### src/rtl/cordic_rot_arbiter_if.sv
// ----------------------------------------------------------------------------
// cordic_rot_arbiter_if
// Request/response bundle between NUM_CH requesters and cordic_rot_arbiter.
//
// Handshake: a sample on channel i transfers in the cycle where
// req_valid[i] & req_ready[i] are both high. A requester keeps req_x/req_y
// stable while req_valid[i]=1 and req_ready[i]=0. rsp_valid is a one-cycle,
// one-hot strobe. It has no ready, so the requester must take the result in
// that cycle.
//
// Signals:
//   req_valid  NUM_CH             per-channel request valid
//   req_ready  NUM_CH             per-channel accept (one-hot or zero)
//   req_x      NUM_CH*DATA_WIDTH  x of channel i at [i*DATA_WIDTH +: DATA_WIDTH]
//   req_y      NUM_CH*DATA_WIDTH  y, packed like req_x
//   rsp_valid  NUM_CH             one-hot result strobe
//   rsp_rho    DATA_WIDTH         result modulus
//   rsp_theta  DATA_WIDTH         result angle
//
// Modports:
//   master  requester side
//   slave   arbiter side
// ----------------------------------------------------------------------------
interface cordic_rot_arbiter_if #(
    parameter int DATA_WIDTH = 32,
    parameter int NUM_CH     = 4
);
    logic [NUM_CH-1:0]            req_valid;
    logic [NUM_CH-1:0]            req_ready;
    logic [NUM_CH*DATA_WIDTH-1:0] req_x;
    logic [NUM_CH*DATA_WIDTH-1:0] req_y;
    logic [NUM_CH-1:0]            rsp_valid;
    logic [DATA_WIDTH-1:0]        rsp_rho;
    logic [DATA_WIDTH-1:0]        rsp_theta;

    modport master (
        output req_valid, req_x, req_y,
        input  req_ready, rsp_valid, rsp_rho, rsp_theta
    );

    modport slave (
        input  req_valid, req_x, req_y,
        output req_ready, rsp_valid, rsp_rho, rsp_theta
    );
endinterface

### src/rtl/cordic_rot_arbiter.sv
// ----------------------------------------------------------------------------
// cordic_rot_arbiter
// Shares one pipelined CORDIC rotation unit (rho/theta) among NUM_CH
// requesters. After reset, all requesters are held off until the CORDIC ROM
// has loaded. After that, one sample is granted per cycle in round-robin
// order and is registered onto the CORDIC inputs. The CORDIC has no valid
// signal, so each issued sample is tracked by a {valid, ch} tag. The tag
// travels down a shift register that matches the CORDIC latency, which lets
// each result be routed back to its requester.
//
// Ports:
//   sys_clk       in   clock
//   sys_rst_n     in   asynchronous active-low reset
//   rif           slave  request/response bundle (cordic_rot_arbiter_if)
//   cordic_src_x  out  DATA_WIDTH  registered x to CORDIC
//   cordic_src_y  out  DATA_WIDTH  registered y to CORDIC
//   cordic_rho    in   DATA_WIDTH  CORDIC modulus
//   cordic_theta  in   DATA_WIDTH  CORDIC angle
//   warm_done     out  high once warm-up has completed
//   inflight      out  samples issued whose result has not yet been returned
//   dbg_state_o   out  current FSM state (0 = ST_WARM, 1 = ST_RUN)
// ----------------------------------------------------------------------------
module cordic_rot_arbiter #(
    parameter int DATA_WIDTH    = 32,
    parameter int NUM_CH        = 4,
    parameter int ITERATION     = 8,
    parameter int ROM_LATENCY   = 2,
    parameter int WARMUP_CYCLES = ROM_LATENCY + ITERATION + 2,
    parameter int PIPE_LAT      = ITERATION + 2,
    parameter int INF_W         = $clog2(PIPE_LAT + 3)
) (
    input  logic                   sys_clk,
    input  logic                   sys_rst_n,
    cordic_rot_arbiter_if.slave    rif,
    output logic [DATA_WIDTH-1:0]  cordic_src_x,
    output logic [DATA_WIDTH-1:0]  cordic_src_y,
    input  logic [DATA_WIDTH-1:0]  cordic_rho,
    input  logic [DATA_WIDTH-1:0]  cordic_theta,
    output logic                   warm_done,
    output logic [INF_W-1:0]       inflight,
    output logic                   dbg_state_o
);
    localparam int CH_W  = (NUM_CH > 1) ? $clog2(NUM_CH) : 1;
    localparam int CNT_W = $clog2(WARMUP_CYCLES + 1);

    typedef enum logic [0:0] {
        ST_WARM = 1'b0,
        ST_RUN  = 1'b1
    } state_t;

    // ------------------------------------------------------------------
    // Warm-up FSM
    // ------------------------------------------------------------------
    state_t             state_q;
    logic [CNT_W-1:0]   warm_cnt_q;
    logic               warm_done_q;

    always_ff @(posedge sys_clk or negedge sys_rst_n) begin
        if (!sys_rst_n) begin
            state_q     <= ST_WARM;
            warm_cnt_q  <= '0;
            warm_done_q <= 1'b0;
        end else begin
            case (state_q)
                ST_WARM: begin
                    warm_cnt_q <= warm_cnt_q + CNT_W'(1);
                    if (warm_cnt_q == CNT_W'(WARMUP_CYCLES - 1)) begin
                        state_q     <= ST_RUN;
                        warm_done_q <= 1'b1;
                    end
                end
                default: begin
                    // ST_RUN is terminal; only reset leaves it.
                    state_q <= ST_RUN;
                end
            endcase
        end
    end

    // ------------------------------------------------------------------
    // Round-robin arbitration. The search starts one channel past the
    // last grant, so the channel that was just served has lowest priority.
    // ------------------------------------------------------------------
    logic [CH_W-1:0]   ptr_q, ptr_d;
    logic [NUM_CH-1:0] grant;
    logic [CH_W-1:0]   grant_idx;
    logic              accept;

    always_comb begin
        grant     = '0;
        grant_idx = '0;
        accept    = 1'b0;
        if (state_q == ST_RUN) begin
            for (int k = 1; k <= NUM_CH; k++) begin
                if (!accept && rif.req_valid[(int'(ptr_q) + k) % NUM_CH]) begin
                    accept    = 1'b1;
                    grant_idx = CH_W'((int'(ptr_q) + k) % NUM_CH);
                end
            end
            if (accept) begin
                grant[grant_idx] = 1'b1;
            end
        end
    end

    assign rif.req_ready = grant;
    assign ptr_d         = accept ? grant_idx : ptr_q;

    // ------------------------------------------------------------------
    // Issue stage, tag pipe and output stage
    // ------------------------------------------------------------------
    logic [DATA_WIDTH-1:0]              src_x_q, src_x_d;
    logic [DATA_WIDTH-1:0]              src_y_q, src_y_d;
    logic                               iss_vld_q;
    logic [CH_W-1:0]                    iss_ch_q;
    // Tag stage j is live in the same cycle as CORDIC pipeline stage j+1.
    // The last stage therefore lines up with cordic_rho/cordic_theta.
    logic [PIPE_LAT-1:0]                tag_vld_q;
    logic [PIPE_LAT-1:0][CH_W-1:0]      tag_ch_q;
    logic                               end_vld;
    logic [CH_W-1:0]                    end_ch;
    logic [NUM_CH-1:0]                  rsp_valid_q, rsp_valid_d;
    logic [DATA_WIDTH-1:0]              rsp_rho_q, rsp_rho_d;
    logic [DATA_WIDTH-1:0]              rsp_theta_q, rsp_theta_d;
    logic [INF_W-1:0]                   inflight_q, inflight_d;

    assign end_vld = tag_vld_q[PIPE_LAT-1];
    assign end_ch  = tag_ch_q[PIPE_LAT-1];

    always_comb begin
        src_x_d     = '0;
        src_y_d     = '0;
        if (accept) begin
            src_x_d = rif.req_x[grant_idx*DATA_WIDTH +: DATA_WIDTH];
            src_y_d = rif.req_y[grant_idx*DATA_WIDTH +: DATA_WIDTH];
        end

        rsp_valid_d = '0;
        rsp_rho_d   = rsp_rho_q;
        rsp_theta_d = rsp_theta_q;
        if (end_vld) begin
            rsp_valid_d = NUM_CH'(1) << end_ch;
            rsp_rho_d   = cordic_rho;
            rsp_theta_d = cordic_theta;
        end

        // When an accept and a return happen in the same cycle, the count
        // is unchanged.
        inflight_d = inflight_q;
        case ({accept, |rsp_valid_q})
            2'b10:   inflight_d = inflight_q + INF_W'(1);
            2'b01:   inflight_d = inflight_q - INF_W'(1);
            default: inflight_d = inflight_q;
        endcase
    end

    always_ff @(posedge sys_clk or negedge sys_rst_n) begin
        if (!sys_rst_n) begin
            ptr_q       <= CH_W'(NUM_CH - 1);
            src_x_q     <= '0;
            src_y_q     <= '0;
            iss_vld_q   <= 1'b0;
            iss_ch_q    <= '0;
            tag_vld_q   <= '0;
            tag_ch_q    <= '0;
            rsp_valid_q <= '0;
            rsp_rho_q   <= '0;
            rsp_theta_q <= '0;
            inflight_q  <= '0;
        end else begin
            ptr_q       <= ptr_d;
            src_x_q     <= src_x_d;
            src_y_q     <= src_y_d;
            iss_vld_q   <= accept;
            iss_ch_q    <= grant_idx;
            tag_vld_q   <= {tag_vld_q[PIPE_LAT-2:0], iss_vld_q};
            tag_ch_q    <= {tag_ch_q[PIPE_LAT-2:0], iss_ch_q};
            rsp_valid_q <= rsp_valid_d;
            rsp_rho_q   <= rsp_rho_d;
            rsp_theta_q <= rsp_theta_d;
            inflight_q  <= inflight_d;
        end
    end

    assign cordic_src_x  = src_x_q;
    assign cordic_src_y  = src_y_q;
    assign rif.rsp_valid = rsp_valid_q;
    assign rif.rsp_rho   = rsp_rho_q;
    assign rif.rsp_theta = rsp_theta_q;
    assign warm_done     = warm_done_q;
    assign inflight      = inflight_q;
    assign dbg_state_o   = state_q;

endmodule
### src/flat_wrapper.sv
// flat-port wrapper written by rule: the top's interface ports become plain ports
module cordic_rot_arbiter_flat 
#(
    parameter int DATA_WIDTH    = 32,
    parameter int NUM_CH        = 4,
    parameter int ITERATION     = 8,
    parameter int ROM_LATENCY   = 2,
    parameter int WARMUP_CYCLES = ROM_LATENCY + ITERATION + 2,
    parameter int PIPE_LAT      = ITERATION + 2,
    parameter int INF_W         = $clog2(PIPE_LAT + 3)
)
  (sys_clk, sys_rst_n, cordic_src_x, cordic_src_y, cordic_rho, cordic_theta, warm_done, inflight, dbg_state_o, rif_req_valid, rif_req_x, rif_req_y, rif_req_ready, rif_rsp_valid, rif_rsp_rho, rif_rsp_theta);
  cordic_rot_arbiter_if #(.DATA_WIDTH(DATA_WIDTH), .NUM_CH(NUM_CH)) rif_i ();
  input  logic sys_clk;
  input  logic sys_rst_n;
  output logic [DATA_WIDTH-1:0] cordic_src_x;
  output logic [DATA_WIDTH-1:0] cordic_src_y;
  input  logic [DATA_WIDTH-1:0] cordic_rho;
  input  logic [DATA_WIDTH-1:0] cordic_theta;
  output logic warm_done;
  output logic [INF_W-1:0] inflight;
  output logic dbg_state_o;
  input wire logic [$bits(rif_i.req_valid)-1:0] rif_req_valid;
  input wire logic [$bits(rif_i.req_x)-1:0] rif_req_x;
  input wire logic [$bits(rif_i.req_y)-1:0] rif_req_y;
  output wire logic [$bits(rif_i.req_ready)-1:0] rif_req_ready;
  output wire logic [$bits(rif_i.rsp_valid)-1:0] rif_rsp_valid;
  output wire logic [$bits(rif_i.rsp_rho)-1:0] rif_rsp_rho;
  output wire logic [$bits(rif_i.rsp_theta)-1:0] rif_rsp_theta;
  assign rif_i.req_valid = rif_req_valid;
  assign rif_i.req_x = rif_req_x;
  assign rif_i.req_y = rif_req_y;
  assign rif_req_ready = rif_i.req_ready;
  assign rif_rsp_valid = rif_i.rsp_valid;
  assign rif_rsp_rho = rif_i.rsp_rho;
  assign rif_rsp_theta = rif_i.rsp_theta;
  cordic_rot_arbiter #(.DATA_WIDTH(DATA_WIDTH), .NUM_CH(NUM_CH), .ITERATION(ITERATION), .ROM_LATENCY(ROM_LATENCY), .WARMUP_CYCLES(WARMUP_CYCLES), .PIPE_LAT(PIPE_LAT), .INF_W(INF_W)) u_core (.sys_clk(sys_clk), .sys_rst_n(sys_rst_n), .rif(rif_i), .cordic_src_x(cordic_src_x), .cordic_src_y(cordic_src_y), .cordic_rho(cordic_rho), .cordic_theta(cordic_theta), .warm_done(warm_done), .inflight(inflight), .dbg_state_o(dbg_state_o));
endmodule
### config.mk
export PLATFORM = sky130hd
export DESIGN_NAME = cordic_rot_arbiter_flat
export DESIGN_NICKNAME = d
export VERILOG_FILES = /design/src/rtl/cordic_rot_arbiter_if.sv /design/src/rtl/cordic_rot_arbiter.sv /design/src/flat_wrapper.sv
export SDC_FILE = /design/constraint.sdc
export NUM_CORES = 1
export LEC_CHECK = 0
export ABC_AREA = 1
export ABC_CLOCK_PERIOD_IN_PS = 4850
export CAP_MARGIN = 20
export CORE_AREA = 4 4 178 180
export CTS_CLUSTER_SIZE = 12
export DETAILED_ROUTE_END_ITERATION = 7
export DIE_AREA = 0 0 182 184
export GPL_ROUTABILITY_DRIVEN = 0
export PLACE_DENSITY = 0.72
export SLEW_MARGIN = 20
export SYNTH_ARGS = -nofsm -noshare
export SYNTH_HDL_FRONTEND = slang
export SYNTH_SLANG_ARGS = --single-unit
### constraint.sdc
create_clock -name sys_clk -period 4.85 [get_ports sys_clk]
set_input_delay 1.2125 -clock sys_clk [delete_from_list [all_inputs] [get_ports sys_clk]]
set_output_delay 1.2125 -clock sys_clk [all_outputs]
set_load 0.02 [all_outputs]
==> out/metrics.cfg <==
[yosys]
yosysTopAreaCell=dfrtp_1
netlist.area_leader.share=0.524
ys_top_cells_by_area=dfrtp_1 52%, nand2_1 28%, nor2_1 6.1%
synth_seq_cells=177
yosysSeqAreaShare=0.530
postSynthAreaPerCell_um2=7.43
synth_edf_count=0
syn-num-nets=1455
ys.flop_type=dfrtp_1
synthCells=1125
synth_warnings=0
netlist-cell-type-count=30
synthArstFlopShare=1.00
synth_area_um2=8350

[sta]
hold_viol=0
maxSlewHeadroom=0.376
grt_setup_unrepaired=false
finalWorstSetupSlack_ps=349
fin_tns_setup_ps=0
layout_min_cycle_time_ps=4500
worstMarginPinSlew_ps=935
fmaxAchievable_mhz=222
finalClockSkew_ps=20.5
fin_crit_sh=0.928
finalMaxSlewViolations=0
setup_viol=0

[placement]
pre_cts_ws_ps=367
dp_cells=1944
dp_hpwl_um=24500
dpl_cell_area_um2=13300
portBuffers=467

[clock_network]
clockRootBuffer=clkbuf_16
htreeDepth=4
cts_sinks=177
cts_tree=built
cts_setup_buffers=0
path_clk_slew_ps=70
post_cts_resized=0
hold_buffers=0
clk_latency_ps=430
cts_buffers=17
clock_path_buffers=2

[floorplanning]
die_h_um=184
num_rows=64
core_um2=30200
die_w_um=182
initial_core_util=0.277
ioPinCount=468
die-area_um2=33500

[worst_setup_path]
crit_type=input port to output port
slowest_delay_ps=640
worstPathArrival_ps=3290
worst_setup_path_start_kind=input port
crit_path_cell_trace=clkdlybuf4s50_1, inv_1, nand2_1, nand3_1, nand2_1, nor2_4, nand2_1, nand2_1, inv_2, nand2_1, inv_1, nor3_1, clkdlybuf4s50_1
worstPathMaxFanout=3
critPathMostFrequentCell=nand2_1
worstSetupEndpointType=output port
cp_slowest_cell=clkdlybuf4s50_1
required_ps=3640

[pwr]
vdd.ir_drop.worst_mv=0.594
power_density_nw_per_um2=767
p_leak_nw=6.74

[finish]
syn2layout_area_growth_pct=67.1
fill_cells=2952
fin_area_um2=14000
drive_gt1_frac=0.0456
register_area_um2=4430
final_nets=1897
fin_cells=1978
final_core_util=0.462
multiInputGateArea_um2=3480

[routing]
drc=0
wl_per_cell_um=16.3
dr_total_vias=8800
ant_nets=0
viasPerCell=4.45
drt_iter0_markers=379
wl_um=32300
drt_pre_antenna_iters=5

[global_route]
grt_max_degree=107
groute.usage.overall=0.183
grt_pass1_wl_um=48000
antenna_found_initial=3
grt_pass1_vias=8424
grt_overflow=0

[hold_path]
hold_path_class=flip-flop to flip-flop

[job]
max_cap_viol_count=0

[status]
status=complete, no violations

## worst paths after layout
| path | start | to | slack [ps] | cells past startpoint |
|---|---|---|---|---|
| hold reg to reg | u_core.tag_ch_q[6]$_DFF_PN0_ | u_core.tag_ch_q[8]$_DFF_PN0_ | 340 | 0 |
| setup / recovery | rif_req_valid[2] | rif_req_ready[2] | 350 | 13 |
| max in group asynchronous | sys_rst_n | u_core.rif.rsp_theta[2]$_DFFE_PN0P_ | 3090 | 2 |
| min in group asynchronous | sys_rst_n | u_core.rif.rsp_rho[6]$_DFFE_PN0P_ | 840 | 1 |
| setup reg to reg | u_core.ptr_q[0]$_DFFE_PN1P_ | u_core.cordic_src_x[7]$_DFF_PN0_ | 1530 | 16 |
| hold / removal | u_core.tag_ch_q[6]$_DFF_PN0_ | u_core.tag_ch_q[8]$_DFF_PN0_ | 340 | 0 |
## power breakdown
group | switching, mW | internal, mW
Clock | 0.687 | 0.710
Sequential | 0.243 | 2.11
Combinational | 4.36 | 2.59
Total | 5.29 | 5.41
## cells by family after synthesis
kind of cell | synth area share
AO/OA/AOI/OAI | 0.00764
flip-flops | 0.530
XOR/XNOR | 0.00629
AND/OR/NAND/NOR | 0.396
buffers and inverters | 0.0538
adder cells (fa/ha/maj) | 0.00599
## area by class of cell
class | instances | share of cell area
diodes | 2 | 0.000358
multi-input cells | 862 | 0.249
repair buffers | 487 | 0.348
clock buffers | 18 | 0.0315
well taps | 396 | 0.0355
inverters | 22 | 0.00618
flip-flops and latches | 177 | 0.318
clock inverters | 14 | 0.0120
## worst max-delay path, delay by kind of cell
| family | cells | cell delay [ps] |
|---|---|---|
| and+or+nand+nor | 8 | 800 |
| buffers and inverters | 5 | 1270 |
## per-layer routing
layer	track usage	vias up	part of all wire
met5	0	-	0
met4	0.0567	0	0.021
met3	0.0651	36	0.10
met2	0.315	374	0.49
met1	0.214	4076	0.39
li1	-	4314	-
## layout by cell type (no fill, tap or decap), drive strengths merged, types with 6 or more instances in the layout
master / synthesis / routed
nand3: 72 / 72
buf: 47 / 20
nand2: 624 / 624
clkbuf: 17 / 19
inv: 22 / 27
nor2: 137 / 137
clkinv: 0 / 9
nor3: 6 / 6
dfrtp: 175 / 175
clkdlybuf4s50: 0 / 466
## sequential cells by signal, indices dropped and copies added (netlist names)
signal / cells
u_core.cordic_src_x: 32
u_core.cordic_src_y: 32
u_core.rif.rsp_rho: 32
u_core.rif.rsp_theta: 32
u_core.tag_ch_q: 18
u_core.tag_vld_q: 10
u_core.inflight: 4
u_core.rif.rsp_valid: 4
u_core.warm_cnt_q: 4
u_core.end_ch: 2
u_core.iss_ch_q: 2
u_core.ptr_q: 2
u_core.dbg_state_o: 1
u_core.iss_vld_q: 1
u_core.warm_done: 1
## cells in the mapped netlist (2+ instances only)
library cell	number
nand2_4	2
inv_2	6
nor2_1	135
inv_1	15
ha_1	4
nand2_2	2
xnor2_1	5
nand3_1	71
nor2_4	2
buf_4	4
nand2_1	620
nor3_1	6
o21bai_1	2
dfrtp_1	175
a21oi_1	4
buf_1	6
clkbuf_1	17
dfstp_2	2
buf_2	27
buf_6	10
## through the flow
step / hold WS [ps] / total power, mW
final: 339 / 10.7
after global routing: 357 / 11.7
after CTS: 346 / 10.8
after detailed placement: 335 / 9.37
after global placement: 332 / 9.24
after floorplan: 331 / 7.04
Note: power is estimated with default switching activity, not from simulation.
